## config.mk

```make
export PLATFORM = sky130hd
export DESIGN_NAME = gs_band_solver
export DESIGN_NICKNAME = d
export VERILOG_FILES = /design/src/rtl/gs_band_solver.sv
export SDC_FILE = /design/constraint.sdc
export NUM_CORES = 2
export LEC_CHECK = 0
export BUFFER_PORTS_ARGS = -buffer_cell sky130_fd_sc_hd__buf_4
export CORE_UTILIZATION = 60
export CTS_CLUSTER_DIAMETER = 30
export DETAILED_ROUTE_END_ITERATION = 16
export GPL_TIMING_DRIVEN = 0
export PLACE_DENSITY = 0.88
export SLEW_MARGIN = 10
export SYNTH_ARGS = -nofsm -noshare
export SYNTH_HDL_FRONTEND = slang
export SYNTH_SLANG_ARGS = --single-unit
export TNS_END_PERCENT = 1
```

## constraint.sdc

```tcl
create_clock -name clk -period 24.2 [get_ports clk]
set_input_delay 2.42 -clock clk [delete_from_list [all_inputs] [get_ports clk]]
set_output_delay 2.42 -clock clk [all_outputs]
set_load 0.1 [all_outputs]
```

## src/rtl/gs_band_solver.sv

```systemverilog
// gs_band_solver: Gauss-Seidel solver for an N-row banded system.
// Row i: 20*x[i] - 13*(x[i-1]+x[i+1]) + 6*(x[i-2]+x[i+2]) - (x[i-3]+x[i+3]) = b[i].
// The loop loads b serially, runs in-place sweeps of ITER iterations (one SUM cycle and
// one DIV cycle per row), then streams x out with its row index.
// Optional feature macro: GS_CONV_EN (early stop once a sweep changes no x by more than TOL).
// Ports:
//   clk        clock, rising edge
//   rst_in     asynchronous, active-high reset
//   in_en      b_in load strobe (accepted only while idle or loading)
//   b_in       right-hand-side element, signed, row order 0..N-1
//   busy       high from the first accepted b word until the last output word
//   out_valid  x_out/x_idx valid
//   x_out      solution element, signed Q(XW-16).16; zero when out_valid is low
//   x_idx      row index of x_out
//   iter_cnt   sweeps completed in the current/last solve
module gs_band_solver #(
    parameter int unsigned N    = 16,
    parameter int unsigned BW   = 16,
    parameter int unsigned XW   = 32,
    parameter int unsigned ITER = 50
`ifdef GS_CONV_EN
    ,
    parameter int unsigned TOL  = 4
`endif
) (
    input  logic                 clk,
    input  logic                 rst_in,
    input  logic                 in_en,
    input  logic [BW-1:0]        b_in,
    output logic                 busy,
    output logic                 out_valid,
    output logic [XW-1:0]        x_out,
    output logic [$clog2(N)-1:0] x_idx,
    output logic [7:0]           iter_cnt
);

    localparam int unsigned IW = $clog2(N);
    localparam int unsigned AW = XW + 6;   // accumulator: worst case 41*2^(XW-1)
    localparam int unsigned PW = AW + 17;  // accumulator times 17-bit signed constant
    localparam int unsigned DW = XW + 2;   // per-row update magnitude

    localparam logic signed [AW-1:0] C13  = AW'(13);
    localparam logic signed [AW-1:0] C6   = AW'(6);
    // 52429 / 2^20 ~= 1/20
    localparam logic signed [PW-1:0] KDIV = PW'(52429);
    localparam logic signed [PW-1:0] SMAX = PW'({1'b0, {(XW-1){1'b1}}});
    localparam logic signed [PW-1:0] SMIN = ~SMAX;

    typedef enum logic [2:0] {
        S_IDLE,
        S_LOAD,
        S_SUM,
        S_DIV,
        S_OUT
    } state_e;

    state_e                 state_q, state_d;
    logic signed [BW-1:0]   b_q [N];
    logic signed [BW-1:0]   b_d [N];
    logic signed [XW-1:0]   x_q [N];
    logic signed [XW-1:0]   x_d [N];
    logic [IW-1:0]          cnt_q, cnt_d;     // load count, then current row
    logic signed [AW-1:0]   acc_q, acc_d;
    logic [7:0]             iter_q, iter_d;
    logic                   busy_q, busy_d;
    logic                   ov_q, ov_d;
    logic [XW-1:0]          xo_q, xo_d;
    logic [IW-1:0]          xi_q, xi_d;

    logic signed [AW-1:0]   xm1, xm2, xm3, xp1, xp2, xp3;
    logic signed [AW-1:0]   acc_sum;
    logic signed [PW-1:0]   prod, shifted;
    logic signed [XW-1:0]   xn;
    logic [7:0]             iter_inc;
    logic                   sweep_stop;

`ifdef GS_CONV_EN
    localparam logic [DW-1:0] TOL_W = DW'(TOL);
    logic [DW-1:0]          dmax_q, dmax_d;
    logic signed [DW-1:0]   diff;
    logic [DW-1:0]          absd, dmax_new;
`endif

    // Neighbour fetch; rows outside 0..N-1 read as zero.
    always_comb begin : nbr_fetch
        xm1 = '0;
        xm2 = '0;
        xm3 = '0;
        xp1 = '0;
        xp2 = '0;
        xp3 = '0;
        if (32'(cnt_q) >= 1)     xm1 = AW'(x_q[cnt_q - IW'(1)]);
        if (32'(cnt_q) >= 2)     xm2 = AW'(x_q[cnt_q - IW'(2)]);
        if (32'(cnt_q) >= 3)     xm3 = AW'(x_q[cnt_q - IW'(3)]);
        if (32'(cnt_q) + 1 < N)  xp1 = AW'(x_q[cnt_q + IW'(1)]);
        if (32'(cnt_q) + 2 < N)  xp2 = AW'(x_q[cnt_q + IW'(2)]);
        if (32'(cnt_q) + 3 < N)  xp3 = AW'(x_q[cnt_q + IW'(3)]);
        acc_sum = (AW'(b_q[cnt_q]) <<< 16) + C13 * (xm1 + xp1)
                - C6 * (xm2 + xp2) + (xm3 + xp3);
    end

    // Divide by 20 via reciprocal multiply, floor, saturate; sweep-end decision.
    always_comb begin : div_dp
        prod     = PW'(acc_q) * KDIV;
        shifted  = prod >>> 20;
        if (shifted > SMAX)      xn = SMAX[XW-1:0];
        else if (shifted < SMIN) xn = SMIN[XW-1:0];
        else                     xn = shifted[XW-1:0];
        iter_inc = iter_q + 8'd1;
`ifdef GS_CONV_EN
        diff       = DW'(xn) - DW'(x_q[cnt_q]);
        absd       = diff[DW-1] ? -diff : diff;
        dmax_new   = (absd > dmax_q) ? absd : dmax_q;
        sweep_stop = (iter_inc == 8'(ITER)) || (dmax_new <= TOL_W);
`else
        sweep_stop = (iter_inc == 8'(ITER));
`endif
    end

    // Next-state and register-input logic.
    always_comb begin : fsm_next
        state_d = state_q;
        b_d     = b_q;
        x_d     = x_q;
        cnt_d   = cnt_q;
        acc_d   = acc_q;
        iter_d  = iter_q;
        ov_d    = 1'b0;
        xo_d    = '0;
        xi_d    = '0;
`ifdef GS_CONV_EN
        dmax_d  = dmax_q;
`endif
        case (state_q)
            S_IDLE: begin
                if (in_en) begin
                    b_d[0] = b_in;
                    cnt_d  = IW'(1);
                    for (int k = 0; k < N; k++) x_d[k] = '0;
                    iter_d = '0;
`ifdef GS_CONV_EN
                    dmax_d = '0;
`endif
                    state_d = S_LOAD;
                end
            end
            S_LOAD: begin
                if (in_en) begin
                    b_d[cnt_q] = b_in;
                    if (32'(cnt_q) == N - 1) begin
                        cnt_d   = '0;
                        state_d = S_SUM;
                    end else begin
                        cnt_d = cnt_q + IW'(1);
                    end
                end
            end
            S_SUM: begin
                acc_d   = acc_sum;
                state_d = S_DIV;
            end
            S_DIV: begin
                x_d[cnt_q] = xn;
                if (32'(cnt_q) < N - 1) begin
                    cnt_d   = cnt_q + IW'(1);
`ifdef GS_CONV_EN
                    dmax_d  = dmax_new;
`endif
                    state_d = S_SUM;
                end else begin
                    cnt_d  = '0;
                    iter_d = iter_inc;
`ifdef GS_CONV_EN
                    dmax_d = '0;
`endif
                    if (sweep_stop) begin
                        // Row 0 is already final; present it in the first OUT cycle.
                        ov_d    = 1'b1;
                        xo_d    = x_q[0];
                        state_d = S_OUT;
                    end else begin
                        state_d = S_SUM;
                    end
                end
            end
            S_OUT: begin
                if (32'(xi_q) < N - 1) begin
                    ov_d = 1'b1;
                    xi_d = xi_q + IW'(1);
                    xo_d = x_q[xi_q + IW'(1)];
                end else begin
                    state_d = S_IDLE;
                end
            end
            default: state_d = S_IDLE;
        endcase
        busy_d = (state_d != S_IDLE);
    end

    // State and datapath registers.
    always_ff @(posedge clk or posedge rst_in) begin
        if (rst_in) begin
            state_q <= S_IDLE;
            for (int k = 0; k < N; k++) begin
                b_q[k] <= '0;
                x_q[k] <= '0;
            end
            cnt_q   <= '0;
            acc_q   <= '0;
            iter_q  <= '0;
            busy_q  <= 1'b0;
            ov_q    <= 1'b0;
            xo_q    <= '0;
            xi_q    <= '0;
`ifdef GS_CONV_EN
            dmax_q  <= '0;
`endif
        end else begin
            state_q <= state_d;
            b_q     <= b_d;
            x_q     <= x_d;
            cnt_q   <= cnt_d;
            acc_q   <= acc_d;
            iter_q  <= iter_d;
            busy_q  <= busy_d;
            ov_q    <= ov_d;
            xo_q    <= xo_d;
            xi_q    <= xi_d;
`ifdef GS_CONV_EN
            dmax_q  <= dmax_d;
`endif
        end
    end

    assign busy      = busy_q;
    assign out_valid = ov_q;
    assign x_out     = xo_q;
    assign x_idx     = xi_q;
    assign iter_cnt  = iter_q;

endmodule

```

==> impl_metrics.json <==
{
  "period_needed_ns": 18.61,
  "worstPathArrival_ns": 19.39,
  "overflow": 0,
  "nNetsFinal": 8443,
  "ys_seq_elements": 859,
  "synth_top_area_frac": 0.277,
  "floorplan.rows": 131,
  "cts_tree": "built",
  "top_level_ports": 65,
  "clk_path_buf_depth": 3,
  "drc_errors": 0,
  "core_area_mm2": 0.128,
  "ys_warn_count": 0,
  "report.final.slew_viol_count": 0,
  "htreeDepth": 4,
  "final_util": 0.692,
  "portBuffers": 64,
  "synth_flop_cell": "dfrtp_1",
  "drv_cap": 0,
  "hold_end": "b_q[244]",
  "synth_area_mm2": 0.0776,
  "reg2reg_slack_ns": 5.59,
  "dpl.hpwl_um": 267000,
  "required_ns": 24.98,
  "cts_resized": 0,
  "fmax_mhz": 53.7,
  "grt_max_degree": 42,
  "yosys.area.top_type": "dfrtp_1",
  "post-cts-setup-buffer-count": 0,
  "holdBufCountCts": 0,
  "n_fill_cell": 8865,
  "wl_per_cell_um": 35.9,
  "final.setup.worst_slack_ns": 5.59,
  "synth_commonest_cells": "dfrtp_1, inv_1, nand2_1",
  "firstDrtPassIters": 9,
  "post_synth.cell_area_avg_um2": 10.7,
  "worstPathMaxFanout": 10,
  "regArea_mm2": 0.0215,
  "setup_violations": 0,
  "gp_congestion": 1.09,
  "ys_seq_area_frac": 0.277,
  "synth_cells": 7247,
  "cpMostUsedCell": "ha_1",
  "clock_latency_ns": 0.90,
  "dp_slack_ns": 6.11,
  "drive_above_1_share": 0.197,
  "synthArstFlopShare": 1.00,
  "multiInputGateArea_mm2": 0.0514,
  "min-delay-start": "b_q[244]",
  "viasPerCell": 7.21,
  "slowest_stage": "buf_1",
  "critPathTopFamily": "compound AO/OA/AOI/OAI gates",
  "chipWidth_um": 362,
  "path_buf_inv": 8,
  "ff2ff_path_depth": 49,
  "rsz0062_at_grt": "no",
  "worst-setup-path-type": "register to register",
  "totalWireLength_um": 338000,
  "start_kind": "register",
  "hold_class": "register to register",
  "grtUsageTotal": 0.518,
  "tns_ns": 0,
  "die_h_um": 362,
  "antenna_found_initial": 31,
  "cts_num_sinks": 859,
  "grt_pass1_wl_um": 476000,
  "synthTopCellsByArea": "dfrtp_1, mux4_2, fa_1",
  "whs_path_depth": 2,
  "worst_hold_slack_ns": 0.488,
  "yosysMostFrequentCell": "dfrtp_1",
  "synth-edff-count": 0,
  "synth_cell_type_count": 77,
  "skew_ns": 0.0985,
  "start_util": 0.607,
  "reg2reg_from": "cnt_q[1]",
  "status": "completed",
  "clk_pin_slew_ns": 0.05,
  "first_iter_violations": 10027,
  "synthToLayoutAreaGrowth_pct": 14.1,
  "syn_nets": 8137,
  "clock-root-buffer": "clkbuf_16",
  "rr_endpoint": "acc_q[37]",
  "die-area_mm2": 0.131,
  "cts_buffers": 200,
  "finalHoldViolCount": 0,
  "maxSlewHeadroom": 0.0203,
  "tightest_slew_ns": 1.46,
  "crit_path_end_kind": "register",
  "period_share": 0.769,
  "num_vias": 67823,
  "grt_pass1_vias": 67754,
  "cpPeakStageDelay_ns": 1.04,
  "drtAntennaViolNets": 0
}
[registers in the layout, indices dropped and copies added (netlist names)]
register   cells
acc_q         38
b_q          256
busy           1
cnt_q          4
iter_cnt       8
out_valid      1
state_q        3
x_idx          4
x_out         32
x_q          512
[cells in the final DEF, fill, tap and decap left out, types with 165 or more instances in the layout]
cell type / n
ha_1: 468
nand2_1: 733
mux4_2: 713
nor2_1: 470
o21ai_0: 491
clkbuf_1: 406
a21oi_1: 165
dfrtp_1: 859
inv_1: 800
mux2_2: 246
clkbuf_16: 200
fa_1: 403
[worst reg2reg max path, delay by kind of cell (launching register included)]
kind / cells / cell delay [ns]
mux: 1 / 0.28
buf+inv: 8 / 4.69
fa+ha+maj: 9 / 3.39
flops: 1 / 0.49
xor+xnor: 4 / 1.40
simple gates: 6 / 1.07
compound gates: 21 / 7.18
[per-layer routing]
metal / part of all wire / vias up / track usage
li1: - / 26604 / -
met1: 0.34 / 33930 / 0.619
met2: 0.42 / 5965 / 0.729
met3: 0.18 / 1290 / 0.306
met4: 0.065 / 34 / 0.276
met5: 0.0016 / - / 0.0178
[through the flow]
step	instance area, um2	instances
floorplan	77600	7247
global placement	80100	8973
detailed placement	81000	9013
CTS	88400	9389
global route	88500	9391
finish	88500	9405
[cell type report]
type	instances	area share
Sequential cell	859	0.243
Timing Repair Buffer	104	0.0131
Tap cell	1662	0.0235
Multi-Input combinational cell	5102	0.581
Inverter	801	0.0340
Clock inverter	118	0.0205
Buffer	485	0.0215
Antenna cell	16	0.000452
Clock buffer	258	0.0630
[worst max path at each step]
stage / from / to / cells after the start
2_1_floorplan: rst_in / acc_q[0] / 1
3_3_place_gp: rst_in / acc_q[0] / 2
3_5_place_dp: cnt_q[1] / acc_q[37] / 49
4_1_cts: cnt_q[1] / acc_q[37] / 49
5_1_grt: cnt_q[1] / acc_q[37] / 49
6_report: cnt_q[1] / acc_q[37] / 49
[logic make-up after synthesis]
| group | synth area share |
|---|---|
| simple gates | 0.0971 |
| fa+ha+maj | 0.180 |
| flops | 0.277 |
| xor+xnor | 0.0222 |
| mux | 0.252 |
| buf+inv | 0.0629 |
| compound gates | 0.109 |
Power is left out: the tool's default activity adds up to more than one toggle a clock period on the data nets, which glitch-free logic cannot reach.
